**config.mk**
```make
export PLATFORM = sky130hd
export DESIGN_NAME = i2s_frame_capture_flat
export DESIGN_NICKNAME = d
export VERILOG_FILES = /design/src/rtl/i2s_frame_capture_if.sv /design/src/rtl/i2s_frame_capture.sv /design/src/flat_wrapper.sv
export SDC_FILE = /design/constraint.sdc
export NUM_CORES = 1
export LEC_CHECK = 0
export CAP_MARGIN = 25
export CORE_MARGIN = 8
export CORE_UTILIZATION = 35
export CTS_CLUSTER_DIAMETER = 60
export CTS_CLUSTER_SIZE = 10
export DETAILED_ROUTE_END_ITERATION = 12
export SETUP_SLACK_MARGIN = 0.1
export SLEW_MARGIN = 20
export SYNTH_ARGS = -nofsm -noshare
export SYNTH_HDL_FRONTEND = slang
export SYNTH_SLANG_ARGS = --single-unit
```
**constraint.sdc**
```tcl
create_clock -name sck_clk -period 3 [get_ports sck_clk]
set_input_delay 0.9 -clock sck_clk [delete_from_list [all_inputs] [get_ports sck_clk]]
set_output_delay 0.9 -clock sck_clk [all_outputs]
set_load 0.01 [all_outputs]
```
**src/rtl/i2s_frame_capture_if.sv**
```systemverilog
// Stereo sample stream from the I2S frame capture block toward the DAC/modulator path.
// The capture block drives the master side; the consumer drives sample_ready.
interface i2s_frame_capture_if #(
    parameter int SAMPLE_WIDTH = 24
);
    logic                    sample_valid;
    logic                    sample_ready;
    logic [SAMPLE_WIDTH-1:0] sample_left;
    logic [SAMPLE_WIDTH-1:0] sample_right;

    modport master (
        output sample_valid,
        output sample_left,
        output sample_right,
        input  sample_ready
    );

    modport slave (
        input  sample_valid,
        input  sample_left,
        input  sample_right,
        output sample_ready
    );
endinterface

```
**src/rtl/i2s_frame_capture.sv**
```systemverilog
// Captures left/right words at word-select boundaries, checks word length,
// truncates to the sample width and queues stereo pairs in a small FIFO.
module i2s_frame_capture #(
    parameter int DATA_SIZE    = 32,
    parameter int SAMPLE_WIDTH = 24,
    parameter int FIFO_DEPTH   = 4
) (
    input  logic                          sck_clk,
    input  logic                          rst,
    input  logic                          ws_in,
    input  logic [DATA_SIZE-1:0]          left_in,
    input  logic [DATA_SIZE-1:0]          right_in,
    input  logic                          clear_flags,
    i2s_frame_capture_if.master           sample_if,
    output logic [$clog2(FIFO_DEPTH):0]   fifo_level,
    output logic                          overflow,
    output logic                          frame_err
);
    localparam int CW = $clog2(DATA_SIZE) + 1;
    localparam int PW = $clog2(FIFO_DEPTH);
    localparam logic [CW-1:0] CNT_MAX    = '1;
    localparam logic [CW-1:0] CNT_WORD   = CW'(DATA_SIZE);
    localparam logic [PW:0]   LEVEL_FULL = (PW+1)'(FIFO_DEPTH);

    typedef enum logic [1:0] {SYNC, LEFT, RIGHT} state_t;

    state_t                  state_q, state_d;
    logic                    ws_q, ws_d;
    logic [CW-1:0]           bit_cnt_q, bit_cnt_d;
    logic [SAMPLE_WIDTH-1:0] left_hold_q, left_hold_d;
    logic                    left_ok_q, left_ok_d;
    logic [SAMPLE_WIDTH-1:0] mem_left_q  [FIFO_DEPTH];
    logic [SAMPLE_WIDTH-1:0] mem_left_d  [FIFO_DEPTH];
    logic [SAMPLE_WIDTH-1:0] mem_right_q [FIFO_DEPTH];
    logic [SAMPLE_WIDTH-1:0] mem_right_d [FIFO_DEPTH];
    logic [PW-1:0]           wr_ptr_q, wr_ptr_d;
    logic [PW-1:0]           rd_ptr_q, rd_ptr_d;
    logic [PW:0]             level_q, level_d;
    logic                    overflow_q, overflow_d;
    logic                    frame_err_q, frame_err_d;

    logic rise, fall, word_ok, push_req, push_ok, pop, set_fe, set_ov;

    always_comb begin
        state_d     = state_q;
        ws_d        = ws_in;
        left_hold_d = left_hold_q;
        left_ok_d   = left_ok_q;
        mem_left_d  = mem_left_q;
        mem_right_d = mem_right_q;
        wr_ptr_d    = wr_ptr_q;
        rd_ptr_d    = rd_ptr_q;
        level_d     = level_q;
        push_req    = 1'b0;
        set_fe      = 1'b0;

        rise    = ws_in & ~ws_q;
        fall    = ~ws_in & ws_q;
        word_ok = (bit_cnt_q == CNT_WORD);

        if (rise || fall)
            bit_cnt_d = CW'(1);
        else if (bit_cnt_q == CNT_MAX)
            bit_cnt_d = bit_cnt_q;
        else
            bit_cnt_d = bit_cnt_q + CW'(1);

        // A pair is only judged once both words have been bounded by edges seen after sync.
        unique case (state_q)
            SYNC: begin
                if (rise)
                    state_d = LEFT;
            end
            LEFT: begin
                if (fall) begin
                    left_hold_d = left_in[DATA_SIZE-1 -: SAMPLE_WIDTH];
                    left_ok_d   = word_ok;
                    state_d     = RIGHT;
                end
            end
            RIGHT: begin
                if (rise) begin
                    state_d = LEFT;
                    if (left_ok_q && word_ok)
                        push_req = 1'b1;
                    else
                        set_fe = 1'b1;
                end
            end
            default: state_d = SYNC;
        endcase

        pop     = (level_q != '0) && sample_if.sample_ready;
        push_ok = push_req && ((level_q != LEVEL_FULL) || pop);
        set_ov  = push_req && !push_ok;

        if (push_ok) begin
            mem_left_d[wr_ptr_q]  = left_hold_q;
            mem_right_d[wr_ptr_q] = right_in[DATA_SIZE-1 -: SAMPLE_WIDTH];
            wr_ptr_d              = wr_ptr_q + PW'(1);
        end
        if (pop)
            rd_ptr_d = rd_ptr_q + PW'(1);

        unique case ({push_ok, pop})
            2'b10:   level_d = level_q + (PW+1)'(1);
            2'b01:   level_d = level_q - (PW+1)'(1);
            default: level_d = level_q;
        endcase

        overflow_d  = set_ov ? 1'b1 : (clear_flags ? 1'b0 : overflow_q);
        frame_err_d = set_fe ? 1'b1 : (clear_flags ? 1'b0 : frame_err_q);
    end

    always_ff @(posedge sck_clk) begin
        if (rst) begin
            state_q     <= SYNC;
            ws_q        <= 1'b0;
            bit_cnt_q   <= '0;
            left_hold_q <= '0;
            left_ok_q   <= 1'b0;
            mem_left_q  <= '{default: '0};
            mem_right_q <= '{default: '0};
            wr_ptr_q    <= '0;
            rd_ptr_q    <= '0;
            level_q     <= '0;
            overflow_q  <= 1'b0;
            frame_err_q <= 1'b0;
        end else begin
            state_q     <= state_d;
            ws_q        <= ws_d;
            bit_cnt_q   <= bit_cnt_d;
            left_hold_q <= left_hold_d;
            left_ok_q   <= left_ok_d;
            mem_left_q  <= mem_left_d;
            mem_right_q <= mem_right_d;
            wr_ptr_q    <= wr_ptr_d;
            rd_ptr_q    <= rd_ptr_d;
            level_q     <= level_d;
            overflow_q  <= overflow_d;
            frame_err_q <= frame_err_d;
        end
    end

    assign sample_if.sample_valid = (level_q != '0);
    assign sample_if.sample_left  = mem_left_q[rd_ptr_q];
    assign sample_if.sample_right = mem_right_q[rd_ptr_q];
    assign fifo_level             = level_q;
    assign overflow               = overflow_q;
    assign frame_err              = frame_err_q;

    // Truncated LSBs of the receiver words are intentionally discarded.
    if (SAMPLE_WIDTH < DATA_SIZE) begin : g_trunc
        logic unused_low_bits;
        assign unused_low_bits = ^{left_in[DATA_SIZE-SAMPLE_WIDTH-1:0],
                                   right_in[DATA_SIZE-SAMPLE_WIDTH-1:0]};
    end
endmodule

```
**src/flat_wrapper.sv**
```systemverilog
// flat-port wrapper written by rule: the top's interface ports become plain ports
module i2s_frame_capture_flat 
#(
    parameter int DATA_SIZE    = 32,
    parameter int SAMPLE_WIDTH = 24,
    parameter int FIFO_DEPTH   = 4
)
  (sck_clk, rst, ws_in, left_in, right_in, clear_flags, fifo_level, overflow, frame_err, sample_if_sample_valid, sample_if_sample_left, sample_if_sample_right, sample_if_sample_ready);
  i2s_frame_capture_if #(.SAMPLE_WIDTH(SAMPLE_WIDTH)) sample_if_i ();
  input  logic sck_clk;
  input  logic rst;
  input  logic ws_in;
  input  logic [DATA_SIZE-1:0] left_in;
  input  logic [DATA_SIZE-1:0] right_in;
  input  logic clear_flags;
  output logic [$clog2(FIFO_DEPTH):0] fifo_level;
  output logic overflow;
  output logic frame_err;
  output wire logic [$bits(sample_if_i.sample_valid)-1:0] sample_if_sample_valid;
  output wire logic [$bits(sample_if_i.sample_left)-1:0] sample_if_sample_left;
  output wire logic [$bits(sample_if_i.sample_right)-1:0] sample_if_sample_right;
  input wire logic [$bits(sample_if_i.sample_ready)-1:0] sample_if_sample_ready;
  assign sample_if_sample_valid = sample_if_i.sample_valid;
  assign sample_if_sample_left = sample_if_i.sample_left;
  assign sample_if_sample_right = sample_if_i.sample_right;
  assign sample_if_i.sample_ready = sample_if_sample_ready;
  i2s_frame_capture #(.DATA_SIZE(DATA_SIZE), .SAMPLE_WIDTH(SAMPLE_WIDTH), .FIFO_DEPTH(FIFO_DEPTH)) u_core (.sck_clk(sck_clk), .rst(rst), .ws_in(ws_in), .left_in(left_in), .right_in(right_in), .clear_flags(clear_flags), .sample_if(sample_if_i), .fifo_level(fifo_level), .overflow(overflow), .frame_err(frame_err));
endmodule
```
-- Word level (Yosys, flattened, before mapping)
Index checks and enable logic that the tools add are counted.
- register bits after elaboration: 235
- input port bits: 69
- output and inout port bits: 54
- logic and storage cells: 85
- add/sub/neg operators: 5
- magnitude comparators: 3
- equal/unequal tests: 10
- mux-type cells: 25
- bitwise logic cells: 6
- reductions and logical operators: 17
- operators by type and width (operator ; count):
    96-bit bitwise mux ; 2
    24-bit two-way mux ; 5
    24-bit binary-select mux with 2-bit select ; 2
    24-bit demux with 2-bit select ; 1
    6-bit == test, second input constant ; 2
    1-bit two-way mux ; 11
    6-bit by 1-bit adder with 6-bit output, second input constant ; 1
    3-bit >= comparator, second input constant ; 2
    2-bit by 1-bit inequality test with 1-bit output, second input constant ; 3
    2-bit inverter with 3-bit output ; 2
    3-bit case mux with 2 select lines ; 1
    2-bit nonzero test ; 3
    1-bit logical AND ; 5
    2-bit by 1-bit adder with 2-bit output, second input constant ; 2
    2-bit by 1-bit == test with 1-bit output, second input constant ; 2
    2-bit == test, second input constant ; 2
    2-bit two-way mux ; 2
    2-bit case mux with 2 select lines ; 1
    2-bit AND reduction ; 2
    2-bit OR reduction ; 2
    3-bit by 1-bit adder with 3-bit output, second input constant ; 1
    3-bit by 1-bit less-than comparator with 1-bit output, second input constant ; 1
    3-bit inequality test, second input constant ; 1
    3-bit nonzero test ; 1
    6 further kinds ; 9

-- Longest topological paths before layout
Gate-level depths: netlist (run 1).
- depth after elaboration: 9
- mapped depth: 11
- gate-level depth less buffers: 11

-- Least setup slack after synthesis (run 1)
OpenSTA, ideal clock, no wires.
- path type: input to register
- start: input sample_if_sample_ready
- end: register u_core.level_q[2], in the netlist u_core.fifo_level[2]
- setup time: 70 ps
- data arrival time: 2896 ps
- data required time: 2930 ps
- setup slack: 34 ps
- stages: 10
- path buffers: 1
- cells stage by stage: or4b_1 > clkbuf_1 > and4_1 > inv_1 > ha_1 > inv_1 > fa_1 > xor2_1 > or3_1 > a21oi_1
- cells in the longest elaborated chain, start to end: 5
- elaborated cells between the ends (all ways): 7
- those cells by class: eq/ne: 2; mux: 1; reduce/logical: 4
- RTL lines (what ; line ; RTL):
    from (decl) ; flat_wrapper.sv:22 ; input wire logic [$bits(sample_if_i.sample_ready)-1:0] sample_if_sample_ready;
    1-bit logical AND * ; i2s_frame_capture.sv:93 ; pop = (level_q != '0) && sample_if.sample_ready;
    1-bit logical OR ; i2s_frame_capture.sv:94 ; push_ok = push_req && ((level_q != LEVEL_FULL) || pop);
    1-bit logical AND ; i2s_frame_capture.sv:94 ;
    2-bit by 1-bit == test with 1-bit output / 2-bit == test (equally long branches) ; i2s_frame_capture.sv:105 ; unique case ({push_ok, pop})
    3-bit case mux with 2 select lines / 2-bit nonzero test (equally long branches) ; - ;
    to (signal assigned) ; i2s_frame_capture.sv:139 ; level_q <= level_d;
    to (decl) ; i2s_frame_capture.sv:38 ; logic [PW:0] level_q, level_d;
Mark *: on every way between the ends. The rest lies on a longest branch, timed or not.
A chain may end at the register's enable or synchronous reset.

-- Worst setup path after layout (run 1)
Ends and elaborated chain as after synthesis.

==> results.tsv, run 1 <==
metric	value	unit
status	completed	
regToRegStartpoint	u_core.fifo_level[0]$_SDFFE_PP0P_	
place_ws	-407	ps
syn_avg_cell_area	11.0	sq um
cts_max_level	1	
tns	0	ps
grt_pass1_wl	40600	um
yosys.area.top_type	dfxtp_1	
drt_iter0_drc	297	
route.detailed.drc	0	
syn_nets	1039	
nets	1156	
hpwl	15400	um
holdCritPathClass	flop to flop	
leakagePower	5.53	nW
wirelength	25100	um
cp-startpoint	sample_if_sample_ready	
crit_chain	clkdlybuf4s50_1 > or4b_4 > and4_4 > inv_1 > ha_1 > inv_1 > fa_1 > xor2_1 > or3_1 > a21oi_1	
cts_tree	built	
async_reset_ff_share	0	%
route.detailed.wl_per_inst	17.1	um
ys_dominant_reg_cell	dfxtp_1	
power_density	481	mW/mm^2
peakVddDrop	0.372	mV
rsz0062_at_grt	yes	
path_max_fanout	2	
synth.most_common_cell	nand2b_1	
antenna_cells	0	
port_buffers	106	
num_vias	7108	
die_area	0.0360	sq mm
grt_pass1_vias	7441	
finalCritPeriodShare	95.9	%
drv_cap	0	
cp_data_arrival_time	3340	ps
cpMaxStageDelayCell	or4b_4	
clock_skew	10.4	ps
die_h	190	um
core_area	0.0297	sq mm
setup_viol	0	
numClockSinks	235	
synth_top_area_share	44.5	%
die_x	190	um
holdWs	453	ps
hold_viol_final	0	
cts_buffers	28	
finalCriticalPeriod	2880	ps
clock_tree.root_cell	clkbuf_16	
worst-r2r-cell-count	9	
ys_types	40	
synth_area	0.0106	sq mm
fmax	348	MHz
drive_above_1_share	16.0	%
tightest_slew	561	ps
grt_max_degree	63	
reg2reg_slack	500	ps
ios	123	
yosys_warnings	0	
clockBufferDepth	3	
critPathKind	input pin to flop	
synthTopCellsByCount	245 x nand2b_1, 235 x dfxtp_1, 194 x mux2i_1, 54 x nand2_1, 48 x mux4_2	
syn2layout_area_growth	24.4	%
gr-total-overflow	0	
required	3460	ps
path_common_cell	inv_1	
p_total	0.00632	W
max_stage_delay	520	ps
setup.worst_path.end	u_core.fifo_level[2]$_SDFFE_PP0P_	
gp_congestion	0.709	
slew_violations	0	
synth_edf_count	0	
worstSetupEndpointType	flop	
ys_seq_elements	235	
clock_latency	530	ps
ys_seq_area_share	44.5	%
antenna_found_initial	0	
syn_inst	960	
synthTopCellsByArea	dfxtp_1 45%, mux2i_1 18%, nand2b_1 15%, mux4_2 10%, nand2_1 1.9%	
setup_slack	123	ps
path_clk_slew	60	ps
fp-row-count	63	
placed_area	0.0122	sq mm
drt_pass1_iterations	4	
fin_area	0.0131	sq mm
start_util	35.5	%
startpoint_type	input pin	
detail-route-antenna-nets	0	
r2r-end	u_core.fifo_level[2]$_SDFFE_PP0P_	
grt_usage	13.9	%
max_slew_margin	62.5	%
fillCellCount	2717	
via_per_inst	4.84	
critical path: cells and delay by family:
kind	cells	cell delay (ps)
xor gates and xnor gates	1	160
adders and majority gates	2	560
buffers and inverters	3	590
AOI/OAI and AO/OA	1	130
and+or+nand+nor	3	990
registers in the layout (all words and copies together), names as in the netlist:
register and cells:
u_core.fifo_level 3, u_core.left_hold_q 24, u_core.mem_right_q 96, u_core.rd_ptr_q 2
u_core.frame_err 1, u_core.left_ok_q 1, u_core.ws_q 1, u_core.state_q 2
u_core.wr_ptr_q 2, u_core.mem_left_q 96, u_core.bit_cnt_q 6, u_core.overflow 1
per-layer routing:
layer,vias to the layer above,track usage [%],wire (um)
met3,44,2.36,945
met2,102,23.3,11900
li1,3513,-,-
met4,0,4.12,538
met1,3449,18.0,11700
met5,-,0,0
power by group:
part / switching [W] / total (W) / internal, W
combinational: 0.000104 / 0.000245 / 0.000141
clock: 0.00122 / 0.00294 / 0.00172
sequential: 0.00000795 / 0.00314 / 0.00313
worst min-delay path by stage:
stage | start | end | slack, ps | cells past startpoint
floorplan | u_core.left_hold_q[0]$_SDFFE_PP0P_ | u_core.left_hold_q[0]$_SDFFE_PP0P_ | 440 | 2
global placement | u_core.left_hold_q[2]$_SDFFE_PP0P_ | u_core.left_hold_q[2]$_SDFFE_PP0P_ | 440 | 2
detailed placement | u_core.left_hold_q[2]$_SDFFE_PP0P_ | u_core.left_hold_q[2]$_SDFFE_PP0P_ | 450 | 2
CTS | u_core.left_hold_q[2]$_SDFFE_PP0P_ | u_core.left_hold_q[2]$_SDFFE_PP0P_ | 450 | 2
global route | u_core.left_hold_q[10]$_SDFFE_PP0P_ | u_core.left_hold_q[10]$_SDFFE_PP0P_ | 470 | 2
finish | u_core.left_hold_q[16]$_SDFFE_PP0P_ | u_core.left_hold_q[16]$_SDFFE_PP0P_ | 450 | 2
through the flow:
stage	utilization [%]	std cells
after floorplan	-	960
after global placement	41.1	1418
after detailed placement	41.1	1418
after CTS	44.3	1464
after global routing	44.2	1470
final	44.2	1470
cells in the final DEF (no fill, tap or decap), drive strengths merged, types with 3 or more instances in the layout:
cell type and n:
buf 69, clkbuf 44, nand4 4, nand2b 245, nor2 13, nand3 4, dlygate4sd2 13, o21ai 4
and4b 3, dfxtp 235, xor2 4, clkdlybuf4s15 6, mux4 48, and4 3, clkdlybuf4s50 57, ha 9
a21oi 34, inv 12, nand2 54, mux2i 194
repair_timing:
item	in CTS	in global routing
setup endpoints to repair	48	30
setup buffers	9	5
gates resized for setup	119	25
hold buffers	0	0
gates cloned	4	1
cell families (layout without fill, tap and decap cells):
logic type | count (synthesis) | in the layout | share of synthesized area (%)
fa+ha+maj | 10 | 10 | 1.26
flops | 235 | 235 | 44.5
xor+xnor | 5 | 5 | 0.415
buf+inv | 83 | 203 | 3.73
simple gates | 342 | 342 | 19.2
compound gates | 42 | 42 | 2.11
mux | 243 | 243 | 28.7
layout make-up:
| class | count | area (sq um) | share of cell area, % |
|---|---|---|---|
| clock buffer | 31 | 743 | 5.65 |
| inverter | 11 | 41.3 | 0.314 |
| clock inverter | 2 | 16.3 | 0.124 |
| sequential | 235 | 4710 | 35.8 |
| timing repair buffer | 159 | 1670 | 12.7 |
| tap | 390 | 488 | 3.71 |
| multi-input combinational | 642 | 5470 | 41.6 |
(Power assumes the default switching activity.)
==> run 2: changes to the inputs <==
--- a/config.mk
+++ b/config.mk
@@ -5,6 +5,7 @@
 export SDC_FILE = /design/constraint.sdc
 export NUM_CORES = 1
 export LEC_CHECK = 0
+export ABC_AREA = 0
 export CAP_MARGIN = 25
 export CORE_MARGIN = 8
 export CORE_UTILIZATION = 35
==> results of run 2 <==
Same layout as run 1: the final DEF is identical, and so are final timing and power.
==> run 3: changes to the inputs <==
--- a/config.mk
+++ b/config.mk
@@ -12,6 +12,7 @@
 export CTS_CLUSTER_DIAMETER = 60
 export CTS_CLUSTER_SIZE = 10
 export DETAILED_ROUTE_END_ITERATION = 12
+export HOLD_SLACK_MARGIN = 0.05
 export SETUP_SLACK_MARGIN = 0.1
 export SLEW_MARGIN = 20
 export SYNTH_ARGS = -nofsm -noshare
==> constraint.sdc (replaced) <==
create_clock -name sck_clk -period 2.4 [get_ports sck_clk]
set_input_delay 0.72 -clock sck_clk [delete_from_list [all_inputs] [get_ports sck_clk]]
set_output_delay 0.72 -clock sck_clk [all_outputs]
set_load 0.01 [all_outputs]
==> run 3 against run 2 <==
- largest power group unchanged
- first-iteration DRC count increased by 2.4%
- register-to-register slack got worse by 330 ps
- via count increased by 1.4%
- critical endpoint is now sample_if_sample_left[21]
- largest cell class unchanged
- clock power increased by 27%
- clock-buffer cell count increased by 2
- the flow now finishes with violations (negative setup slack)
==> results.tsv, run 3 (synthesis gave the netlist of run 1 again) <==
metric	value	unit	change
finalCriticalPeriod	2610	ps	
drive_above_1_share	21.0	%	+5.0 points
start_util	35.5	%	unchanged
tightest_slew	475	ps	-85.9 ps
path_max_fanout	5		+3
via_per_inst	4.79		-0.99%
p_total	0.00797	W	+26%
nets	1189		+2.9%
critPathKind	flop to output pin		
clockBufferDepth	3		unchanged
route.detailed.wl_per_inst	16.6	um	-2.7%
grt_pass1_wl	40900	um	+0.56%
reg_top3	u_core.mem_left_q (96), u_core.mem_right_q (96), u_core.left_hold_q (24)		
holdCritPathClass	flop to flop		
path_clk_slew	50	ps	about the same
fmax	382	MHz	
cts_max_level	1		unchanged
wirelength	25000	um	-0.40%
detail-route-antenna-nets	0		unchanged
ios	123		unchanged
max_slew_margin	68.0	%	+5.5 points
gp_congestion	0.723		+2.0%
core_area	0.0297	sq mm	unchanged
antenna_cells	0		unchanged
cts_tree	built		
place_ws	-767	ps	-360 ps
final_cell_mix	245 x nand2b_1, 232 x dfxtp_1, 194 x mux2i_1, 55 x buf_6, 54 x nand2_1		
cts_buffers	28		unchanged
drt_pass1_iterations	5		+1
violations	negative setup slack		
reg2reg_slack	170	ps	-330 ps
fp-row-count	63		unchanged
startpoint_type	flop		
slew_violations	0		unchanged
grt_usage	13.7	%	-0.12 points
drt_iter0_drc	304		+2.4%
holdCritStartpoint	u_core.left_hold_q[15]$_SDFFE_PP0P_		
power_density	578	mW/mm^2	+20%
numClockSinks	235		unchanged
drv_cap	0		unchanged
hold_viol_final	0		unchanged
postCtsHoldBufs	0		unchanged
syn2layout_area_growth	30.5	%	
utilization	46.4	%	+2.2 points
holdWs	454	ps	+0.251 ps
route.detailed.drc	0		unchanged
cp_data_arrival_time	1890	ps	-1450 ps
leakagePower	5.80	nW	+4.8%
setup_viol	48		+48
grt_max_degree	62		-1.6%
port_buffers	106		unchanged
layout.cells.most_common	nand2b_1		
peakVddDrop	0.426	mV	+14%
hold_path_depth	2		unchanged
grt_pass1_vias	7636		+2.6%
hpwl	17000	um	+10%
die_x	190	um	unchanged
regToRegStartpoint	u_core.fifo_level[1]$_SDFFE_PP0P_		
status	finished, violations left		
finalCritPeriodShare	109	%	
worst-r2r-cell-count	9		unchanged
num_vias	7205		+1.4%
clock_tree.root_cell	clkbuf_16		
whs_endpoint	u_core.left_hold_q[15]$_SDFFE_PP0P_		
clock_latency	530	ps	about the same
rsz0062_at_grt	yes		
die_h	190	um	unchanged
antenna_found_initial	0		unchanged
required	1680	ps	-1780 ps
worstSetupEndpointType	output pin		
die_area	0.0360	sq mm	unchanged
gr-total-overflow	0		unchanged
clock_skew	7.01	ps	-3.43 ps
setup_slack	-215	ps	-338 ps
r2r-end	u_core.fifo_level[2]$_SDFFE_PP0P_		
tns	-6430	ps	-6430 ps
==> run 3: how the worst max path moves through the flow <==
| stage | from | endpoint | slack (ps) | depth (start not counted) |
|---|---|---|---|---|
| 3_5_place_dp | sample_if_sample_ready | u_core.fifo_level[2]$_SDFFE_PP0P_ | -770 | 10 |
| 3_3_place_gp | sample_if_sample_ready | u_core.fifo_level[2]$_SDFFE_PP0P_ | -750 | 10 |
| 6_report | u_core.rd_ptr_q[0]$_SDFFE_PP0P_ | sample_if_sample_left[21] | -210 | 4 |
| 2_1_floorplan | sample_if_sample_ready | u_core.fifo_level[2]$_SDFFE_PP0P_ | -230 | 10 |
| 4_1_cts | u_core.rd_ptr_q[0]$_SDFFE_PP0P_ | sample_if_sample_left[21] | -270 | 4 |
| 5_1_grt | u_core.rd_ptr_q[0]$_SDFFE_PP0P_ | sample_if_sample_left[21] | -270 | 4 |
==> run 3: worst max-delay path, cell delays in order (launching register included) <==
cell and delay (ps):
dfxtp_4 400, buf_12 140, buf_16 120, mux4_2 550, buf_6 150
==> run 3: what timing repair did <==
item | CTS | global route
cloned | 5 | 0
endpoints found under the setup margin | 53 | 49
resized for setup | 256 | 23
buffers inserted | 15 | 4
pin swaps | 2 | 0
==> run 3: metal layers <==
layer / vias to the layer above / routed length [um] / GRT usage (%) / share of wire [%]
met3: 27 / 903 / 2.49 / 3.6
met1: 3497 / 11900 / 18.1 / 47
met4: 0 / 362 / 3.07 / 1.4
met5: - / 0 / 0 / 0
li1: 3586 / - / - / -
met2: 95 / 11900 / 23.1 / 47
==> run 3: cell type report <==
class / count / area (sq um)
Clock inverter: 2 / 13.8
Inverter: 11 / 41.3
Fill cell: 2797 / 15900
Multi-Input combinational cell: 642 / 5500
Timing Repair Buffer: 192 / 2270
Clock buffer: 33 / 761
Sequential cell: 235 / 4710
Tap cell: 390 / 488
==> run 3: where the power goes <==
group	switching, W	internal [W]	total (W)
registers	0.00000766	0.00391	0.00392
logic	0.000137	0.000185	0.000322
clock network	0.00154	0.00219	0.00373
==> run 3: per-stage QoR <==
stage          cells  area [sq um]
2_1_floorplan    960         10600
3_3_place_gp    1449         12600
3_5_place_dp    1449         12600
4_1_cts         1503         13700
5_1_grt         1505         13800
6_report        1505         13800
